`src/rtl/score_pkg.sv`:
```
// Shared types and helpers for the co-op score scheduler.
package score_pkg;

    // Scheduler FSM states: IDLE grants pending events, CARRY ripples one digit per cycle.
    typedef enum logic {
        IDLE  = 1'b0,
        CARRY = 1'b1
    } state_e;

    // Width of one BCD digit.
    localparam int BCD_W = 4;

    // Player indices into GRANT / DROP / slot arrays.
    localparam int P1 = 0;
    localparam int P2 = 1;

    // Modulo-10 digit add; bit BCD_W is the decimal carry-out.
    function automatic logic [BCD_W:0] bcd_add(input logic [BCD_W-1:0] a,
                                               input logic [BCD_W-1:0] b);
        logic [BCD_W:0] sum;
        logic [BCD_W:0] wrapped;
        sum     = {1'b0, a} + {1'b0, b};
        wrapped = sum - 5'd10;
        if (sum >= 5'd10) begin
            bcd_add = {1'b1, wrapped[BCD_W-1:0]};
        end else begin
            bcd_add = {1'b0, sum[BCD_W-1:0]};
        end
    endfunction

endpackage

```
`src/rtl/bcd_digit.sv`:
```
// One decimal score digit: holds 0-9, adds modulo 10 when enabled, reports carry-out.
module bcd_digit
    import score_pkg::*;
(
    input  logic             clk_i,
    input  logic             rst_ni,
    input  logic [BCD_W-1:0] add_i,
    input  logic             load_zero_i,
    input  logic             en_i,
    output logic [BCD_W-1:0] value_o,
    output logic             carry_o
);

    logic [BCD_W-1:0] value_q;
    logic [BCD_W:0]   sum_s;

    // Sum of current value and add amount; carry only meaningful while enabled.
    always_comb begin
        sum_s   = bcd_add(value_q, add_i);
        carry_o = en_i & sum_s[BCD_W];
    end

    // Digit register: clear has priority over an enabled add.
    always_ff @(posedge clk_i or negedge rst_ni) begin
        if (!rst_ni) begin
            value_q <= 4'd0;
        end else if (load_zero_i) begin
            value_q <= 4'd0;
        end else if (en_i) begin
            value_q <= sum_s[BCD_W-1:0];
        end else begin
            value_q <= value_q;
        end
    end

    assign value_o = value_q;

endmodule

```
`src/rtl/score_scheduler.sv`:
```
// Two-player shared score: per-player pending slots, round-robin grant,
// and a BCD digit chain whose carry ripples one digit per cycle.
module score_scheduler
    import score_pkg::*;
#(
    parameter int DIGITS      = 4,
    parameter int GOOD_PTS    = 1,
    parameter int PERFECT_PTS = 2
) (
    input  logic                  CLOCK,
    input  logic                  RESET,
    input  logic                  CLEAR,
    input  logic                  P1_GOOD,
    input  logic                  P1_PERFECT,
    input  logic                  P2_GOOD,
    input  logic                  P2_PERFECT,
    output logic [4*DIGITS-1:0]   SCORE,
    output logic [1:0]            GRANT,
    output logic [1:0]            DROP,
    output logic                  BUSY,
    output logic                  WRAP
);

    localparam int KW = (DIGITS > 1) ? $clog2(DIGITS) : 1;

    state_e                 state_q;
    logic [KW-1:0]          k_q;
    logic                   last_p2_q;   // last granted player was P2 (reset => P1 priority)
    logic                   wrap_q;
    logic [1:0]             slot_vld_q;
    logic [1:0][BCD_W-1:0]  slot_pts_q;

    logic [1:0]             ev_s;
    logic [1:0][BCD_W-1:0]  ev_pts_s;
    logic [1:0]             grant_s;
    logic [1:0]             cap_s;
    logic [1:0]             drop_s;
    logic [BCD_W-1:0]       win_pts_s;
    logic [DIGITS-1:0]      dig_en_s;
    logic [BCD_W-1:0]       dig_add_s [DIGITS];
    logic [BCD_W-1:0]       dig_val_s [DIGITS];
    logic [DIGITS-1:0]      dig_carry_s;
    logic                   carry_sel_s;

    // Decode hit pulses; a perfect hit outranks a simultaneous good hit.
    always_comb begin
        ev_s[P1]     = P1_GOOD | P1_PERFECT;
        ev_s[P2]     = P2_GOOD | P2_PERFECT;
        ev_pts_s[P1] = P1_PERFECT ? 4'(PERFECT_PTS) : 4'(GOOD_PTS);
        ev_pts_s[P2] = P2_PERFECT ? 4'(PERFECT_PTS) : 4'(GOOD_PTS);
    end

    // Round-robin arbitration, only in IDLE and never during a clear.
    always_comb begin
        grant_s = 2'b00;
        if (!CLEAR && (state_q == IDLE)) begin
            case (slot_vld_q)
                2'b01:   grant_s = 2'b01;
                2'b10:   grant_s = 2'b10;
                2'b11:   grant_s = last_p2_q ? 2'b01 : 2'b10;
                default: grant_s = 2'b00;
            endcase
        end else begin
            grant_s = 2'b00;
        end
        win_pts_s = grant_s[P2] ? slot_pts_q[P2] : slot_pts_q[P1];
    end

    // Slot capture vs. drop: a slot being granted this cycle can take a new event.
    always_comb begin
        cap_s  = 2'b00;
        drop_s = 2'b00;
        for (int p = 0; p < 2; p++) begin
            if (!CLEAR && ev_s[p]) begin
                if (!slot_vld_q[p] || grant_s[p]) begin
                    cap_s[p] = 1'b1;
                end else begin
                    drop_s[p] = 1'b1;
                end
            end else begin
                cap_s[p]  = 1'b0;
                drop_s[p] = 1'b0;
            end
        end
    end

    // Digit enables: granted points go to digit 0, carry adds 1 to digit k.
    always_comb begin
        dig_en_s    = '0;
        carry_sel_s = 1'b0;
        for (int i = 0; i < DIGITS; i++) begin
            dig_add_s[i] = 4'd0;
            if ((state_q == IDLE) && (grant_s != 2'b00) && (i == 0)) begin
                dig_en_s[i]  = 1'b1;
                dig_add_s[i] = win_pts_s;
            end else if ((state_q == CARRY) && (KW'(i) == k_q)) begin
                dig_en_s[i]  = 1'b1;
                dig_add_s[i] = 4'd1;
            end else begin
                dig_en_s[i]  = 1'b0;
                dig_add_s[i] = 4'd0;
            end
            if (KW'(i) == k_q) begin
                carry_sel_s = dig_carry_s[i];
            end else begin
                carry_sel_s = carry_sel_s;
            end
        end
    end

    // Pending-slot registers.
    always_ff @(posedge CLOCK or negedge RESET) begin
        if (!RESET) begin
            slot_vld_q <= 2'b00;
            slot_pts_q <= '0;
        end else if (CLEAR) begin
            slot_vld_q <= 2'b00;
            slot_pts_q <= '0;
        end else begin
            for (int p = 0; p < 2; p++) begin
                if (cap_s[p]) begin
                    slot_vld_q[p] <= 1'b1;
                    slot_pts_q[p] <= ev_pts_s[p];
                end else if (grant_s[p]) begin
                    slot_vld_q[p] <= 1'b0;
                end else begin
                    slot_vld_q[p] <= slot_vld_q[p];
                end
            end
        end
    end

    // Scheduler FSM with carry index, round-robin pointer and registered WRAP.
    always_ff @(posedge CLOCK or negedge RESET) begin
        if (!RESET) begin
            state_q   <= IDLE;
            k_q       <= '0;
            last_p2_q <= 1'b1;
            wrap_q    <= 1'b0;
        end else if (CLEAR) begin
            state_q   <= IDLE;
            k_q       <= '0;
            last_p2_q <= 1'b1;
            wrap_q    <= 1'b0;
        end else begin
            wrap_q <= 1'b0;
            case (state_q)
                IDLE: begin
                    if (grant_s != 2'b00) begin
                        last_p2_q <= grant_s[P2];
                        if (dig_carry_s[0]) begin
                            state_q <= CARRY;
                            k_q     <= KW'(1);
                        end
                    end
                end
                CARRY: begin
                    if (carry_sel_s) begin
                        if (k_q == KW'(DIGITS - 1)) begin
                            wrap_q  <= 1'b1;
                            state_q <= IDLE;
                            k_q     <= '0;
                        end else begin
                            k_q <= k_q + KW'(1);
                        end
                    end else begin
                        state_q <= IDLE;
                        k_q     <= '0;
                    end
                end
                default: begin
                    state_q <= IDLE;
                    k_q     <= '0;
                end
            endcase
        end
    end

    for (genvar g = 0; g < DIGITS; g++) begin : g_digit
        bcd_digit u_digit (
            .clk_i       (CLOCK),
            .rst_ni      (RESET),
            .add_i       (dig_add_s[g]),
            .load_zero_i (CLEAR),
            .en_i        (dig_en_s[g]),
            .value_o     (dig_val_s[g]),
            .carry_o     (dig_carry_s[g])
        );
        assign SCORE[4*g +: 4] = dig_val_s[g];
    end

    assign GRANT = grant_s;
    assign DROP  = drop_s;
    assign BUSY  = (state_q == CARRY);
    assign WRAP  = wrap_q;

endmodule

```
`config.mk`:
```
export PLATFORM = sky130hd
export DESIGN_NAME = score_scheduler
export DESIGN_NICKNAME = d
export VERILOG_FILES = /design/src/rtl/score_pkg.sv /design/src/rtl/bcd_digit.sv /design/src/rtl/score_scheduler.sv
export SDC_FILE = /design/constraint.sdc
export NUM_CORES = 1
export LEC_CHECK = 0
export ABC_CLOCK_PERIOD_IN_PS = 3300
export CORE_MARGIN = 10
export CORE_UTILIZATION = 45
export DETAILED_ROUTE_END_ITERATION = 7
export PLACE_DENSITY = 0.68
export RECOVER_POWER = 25
export SETUP_SLACK_MARGIN = 0.05
export SLEW_MARGIN = 10
export SYNTH_ARGS = -nofsm -noshare
export SYNTH_HDL_FRONTEND = slang
export SYNTH_SLANG_ARGS = --single-unit
```
`constraint.sdc`:
```
create_clock -name CLOCK -period 3.3 [get_ports CLOCK]
set_input_delay 0.66 -clock CLOCK [delete_from_list [all_inputs] [get_ports CLOCK]]
set_output_delay 0.66 -clock CLOCK [all_outputs]
set_load 0.02 [all_outputs]
```
Word-level counts from Yosys, hierarchy flattened:

Cells that the tools add are included.

* register bits: 31
* logic and storage cells: 135

* $add $sub $neg: 9
* order comparisons: 4
* eq/ne operators: 10
* multiplexer cells: 67
* bitwise operators: 7
* reductions and logical operators: 26

Operators with widths (number)
* $mux 4: 12
* $mux 1: 37
* $ge 5x4->1 const B: 4
* $mux 2: 10
* $mux 5: 4
* $reduce_bool 2->1: 8
* $sub 4x4->4 const B: 4
* $add 4x1->5: 3
* $logic_and 1x1->1: 8
* $mux 8: 1
* $eq 2x2->1 const B: 3
* $ne 3x2->1 const B: 2
* $pmux 2 s3: 1
* $reduce_bool 3->1: 2
* $add 4x4->5: 1
* $and 1x1->1: 4
* $eq 2x2->1 const A: 2
* $pmux 2 s2: 1
* $reduce_and 2->1: 2
* $logic_not 1->1: 3
* $add 2x1->2 const B: 1
* $eq 1x2->1 const A: 1
* $eq 2x1->1 const B: 1
* $logic_not 2->1: 1
* other kinds (5): 7

Longest topological paths before layout:

* depth in word-level cells: 17
* mapped depth: 14
* mapped depth without buffers: 14

By module:

A second synthesis with hierarchy kept.

* cells, all modules: 263
* area, all modules: 2367.3 sq um

By module, submodules not included
* bcd_digit (g_digit[0].u_digit ...): times used 2, cells each 45, area an instance 407.9 sq um, sequential area each 100.1 sq um
* bcd_digit (g_digit[2].u_digit ...): times used 2, cells each 46, area an instance 406.6 sq um, sequential area each 100.1 sq um
* score_scheduler: times used 1, cells each 81, area an instance 738.2 sq um, sequential area each 276.5 sq um

Least setup slack after synthesis:

No wires, ideal clock.

* kind: input to register
* start: input port CLEAR
* end: register k_q[0]
* arrival: 3.261 ns
* setup slack: -0.083 ns
* stages: 11
* path buffers: 0
* cell sequence: nor2_1 and3_1 a221oi_1 ha_1 fa_1 xnor2_1 ha_1 o31ai_1 a32oi_4 o211ai_1 a32o_1

* cells in the longest elaborated chain, start to end: 17

Ends and longest elaborated chain
* start, declared: line score_scheduler.sv:12 `input logic CLEAR,`
* $logic_not 1->1 (*): line score_scheduler.sv:56 `if (!CLEAR && (state_q == IDLE)) begin`
* $logic_and 1x1->1 (*): line score_scheduler.sv:56
* $mux 2 (*): line score_scheduler.sv:56
* via GRANT[0]: line score_scheduler.sv:18 `output logic [1:0] GRANT,`
* $reduce_bool 2->1 (*): line score_scheduler.sv:93, score_scheduler.sv:149
* $logic_and 1x1->1
* $mux 4: line score_scheduler.sv:93 `if ((state_q == IDLE) && (grant_s != 2'b00) && (i == 0)) begin`
* $add 4x4->5: line score_pkg.sv:22 `sum = {1'b0, a} + {1'b0, b};`
* $ge 5x4->1: line score_pkg.sv:24 `if (sum >= 5'd10) begin`
* $mux 5: line score_pkg.sv:24
* $and 1x1->1: line bcd_digit.sv:20 `carry_o = en_i & sum_s[BCD_W];`
* $mux 1 (4 in series): line score_scheduler.sv:103 `if (KW'(i) == k_q) begin`
* $mux 2: line score_scheduler.sv:158 `if (carry_sel_s) begin`
* $pmux 2 s2: line score_scheduler.sv:147 `case (state_q)`
* $mux 2: line score_scheduler.sv:140 `end else if (CLEAR) begin`
* end signal, assigned: line score_scheduler.sv:164 `k_q <= k_q + KW'(1);`
* end, declared: line score_scheduler.sv:27 `logic [KW-1:0] k_q;`

The timed path passes the listed nets; every way through them passes the cells marked *.
A chain may end at the register's enable or synchronous reset.

Worst setup path in the final report:

* start: input port CLEAR
* end: register k_q[0]

* cells in the longest elaborated chain, start to end: 17

Ends and longest elaborated chain (line)
* $logic_not 1->1: score_scheduler.sv:56
* $logic_and 1x1->1: score_scheduler.sv:56
* $mux 2: score_scheduler.sv:56
* $reduce_bool 2->1: score_scheduler.sv:93, score_scheduler.sv:149
* $logic_and 1x1->1
* $mux 4: score_scheduler.sv:93
* $add 4x4->5: score_pkg.sv:22
* $ge 5x4->1: score_pkg.sv:24
* $mux 5: score_pkg.sv:24
* $and 1x1->1: bcd_digit.sv:20
* $mux 1 (4 in series): score_scheduler.sv:103
* $mux 2: score_scheduler.sv:158
* $pmux 2 s2: score_scheduler.sv:147
* $mux 2: score_scheduler.sv:140

Parallel ways exist; a longest one is shown, timed or not.

==> results.py <==
metrics = {
    "pwr": {
        "ir_drop_uv": 146.4,
        "finalPower_uw": 679.2,
        "power_leakage_nw": 1.076,
        "p_int_uw": 483.5,
        "p_sw_share_pct": 28.81,
        "pwr-share-clk_pct": 29.7,
        "netSwitchingPower_uw": 195.7,
        "p_comb_share_pct": 18.1,
        "seq_power_share_pct": 52.1,
        "powerDensity_nw_per_um2": 263.6,
    },
    "die": {
        "dieArea_um2": 7704,
        "die_h_um": 87.78,
        "core_um2": 4414,
        "start_util_pct": 46.83,
        "dieWidth_um": 87.78,
        "rows": 24,
        "io_pins": 29,
    },
    "placement": {
        "numPortBuffers": 28,
        "place_area_um2": 2477,
        "place_ws_ps": -365.6,
        "place_hpwl_mm": 3.648,
        "place.gp.congestion": 0.8558,
        "dp.cells": 322,
    },
    "sta": {
        "fin_crit_sh_pct": 93.54,
        "drv_slew": 28,
        "max-slew-margin-rel_pct": -0.6912,
        "post-route-min-period_ps": 3087,
        "rsz0062_at_grt": "no",
        "worst_slack_ps": 213.0,
        "setup_tns_ps": 0,
        "timing.final.hold_violations": 0,
        "worst_slew_pin_slew_ps": 1510,
        "skew_ps": 4.548,
        "setup_viol": 0,
        "whs_ps": 543.7,
        "fmax_mhz": 323.9,
    },
    "critical_path": {
        "critPathMaxFanout": 7,
        "worst_setup_path_end_kind": "flip-flop",
        "start_kind": "primary input",
        "r2r_cells": 14,
        "required_ps": 3480,
        "path_class": "primary input to flip-flop",
        "cp.arrival_ps": 3270,
    },
    "yosys": {
        "synth-compound-area-share_pct": 25.42,
        "syn_avg_cell_area_um2": 8.871,
        "synth.yosys.seq_area_share_pct": 32.75,
        "yosys_warnings": 0,
        "synth_top_area_share_pct": 31.48,
        "synthMuxAreaShare_pct": 1.513,
        "synth_area_leader_cell": "dfrtp_1",
        "synth_ff_type": "dfrtp_1",
        "synth-adder-area-share_pct": 10.65,
        "synth_top_family_by_area": "compound AO/OA/AOI/OAI gates",
        "synth_simple_gate_area_share_pct": 19.92,
        "ys_top_cells_by_count": "dfrtp_1, nand2_1, inv_1",
        "synth_edf_count": 0,
        "yosysMostFrequentCell": "dfrtp_1",
        "syn_area_um2": 2067,
        "synth_fp_nets": 257,
        "synthArstFlopShare_pct": 100.0,
        "yosys-top-cells-area": "dfrtp_1, ha_1, nand2_1",
        "ys_ff_latch": 27,
        "synthXorXnorAreaFrac_pct": 3.390,
        "ys_types": 55,
        "netlist_instances": 233,
    },
    "route": {
        "drt-pass1-iter-count": 4,
        "ant_nets": 0,
        "wl_per_cell_um": 14.67,
        "drt_iter0_drc": 114,
        "vias_per_cell": 5.587,
        "routed_wl_mm": 4.828,
        "vias": 1838,
        "drc_errors": 0,
    },
    "clocking": {
        "cts_buffers": 3,
        "ctsRootBufferMaster": "clkbuf_8",
        "path_clk_slew_ps": 100,
        "insertion_delay_ps": 290,
        "cts.sinks": 27,
        "htree_levels": 1,
        "cts_tree": "built",
        "clk_path_buf_depth": 2,
    },
    "status": {
        "status": "finished with violations",
        "violations": "capacitance limit, slew limit",
    },
    "job": {
        "drv_cap": 1,
    },
    "final_layout": {
        "synthToLayoutAreaGrowth_pct": 24.64,
        "fin_area_um2": 2576,
        "stdcell_count": 329,
        "fin_nets": 302,
        "drive_gt1_share_pct": 15.52,
        "final_util_pct": 58.36,
        "n_antenna_cell": 0,
        "fillers": 409,
    },
    "global_route": {
        "antenna_found_initial": 0,
        "grt_usage_pct": 13.21,
        "grt_max_degree": 28,
        "overflow": 0,
        "grt_pass1_vias": 1849,
        "grt_pass1_wl_mm": 8.431,
    },
    "worst_hold_path": {
        "hp-class": "flip-flop to flip-flop",
        "hold_depth": 2,
    },
}
-- path summary, 6_finish.rpt --
check	slack [ps]	from	endpoint
setup / recovery	210	CLEAR	k_q[0]
hold / removal	540	last_p2_q	last_p2_q
setup reg to reg	280	k_q[0]	g_digit[2].u_digit.value_o[2]
hold reg to reg	540	last_p2_q	last_p2_q
max in group asynchronous	1160	RESET	g_digit[0].u_digit.value_o[2]
min in group asynchronous	1260	RESET	g_digit[1].u_digit.value_o[0]
-- layout by cell type, fill, tap and decap left out, drive strengths merged, types with 3 or more instances in the layout --
master,count
nand4,3
xnor2,8
buf,17
a22oi,5
clkdlybuf4s50,26
a22o,5
inv,21
nand2b,5
and3,6
a31oi,3
o21ai,9
dfrtp,26
a32o,3
o31ai,4
nand3,9
nand2,25
o22ai,4
nor2,14
nor3,6
a21oi,13
clkbuf,4
ha,16
nor2b,5
a221oi,3
-- power groups by stage --
stage	Combinational, mW	Clock [mW]	Sequential [mW]
floorplan	0.0686	0	0.361
global placement	0.122	0	0.360
detailed placement	0.124	0	0.360
CTS	0.125	0.205	0.354
global route	0.139	0.222	0.357
finish	0.123	0.202	0.354
-- cell families after synthesis --
logic type	count (synthesis)
buffers and inverters	27
and+or+nand+nor	82
AOI/OAI and AO/OA	69
adders and majority gates	17
xor gates and xnor gates	8
muxes	3
DFF	27
-- routing by layer --
metal | track usage, % | part of all wire (%) | wire length (um)
met3 | 2.786 | 4.2 | 204
met2 | 20.90 | 48 | 2305
met5 | 0 | 0 | 0
met1 | 17.48 | 47 | 2291
met4 | 4.203 | 0.56 | 27
-- cell type report --
class / instances / area (um2) / share of cell area [%]
inverters: 21 / 78.83 / 3.060
multi-input cells: 179 / 1299 / 50.41
well taps: 52 / 65.06 / 2.525
flip-flops and latches: 27 / 676.9 / 26.27
clock buffers: 3 / 41.29 / 1.603
repair buffers: 46 / 410.4 / 15.93
clock inverters: 1 / 5.005 / 0.1943
-- timing repair --
action,CTS,global route
endpoints found under the setup margin,4,5
gates resized for setup,3,5
pin swaps,3,0
setup buffers,1,2
hold buffers,0,0
-- sequential cells by signal, summed over array words and instances, names as in the netlist --
name	cells
WRAP	1
BUSY	1
g_digit.u_digit.value_o	16
k_q	2
slot_vld_q	2
slot_pts_q	4
last_p2_q	1
-- worst max-delay path: stages --
cell	delay, ps
dlygate4sd2_1	270
nor2_4	80
and3_2	220
a221oi_2	280
ha_2	240
fa_1	460
inv_1	80
ha_1	170
o31ai_1	110
a32oi_4	290
o211ai_1	150
a32o_1	270
(Power assumes the default switching activity.)
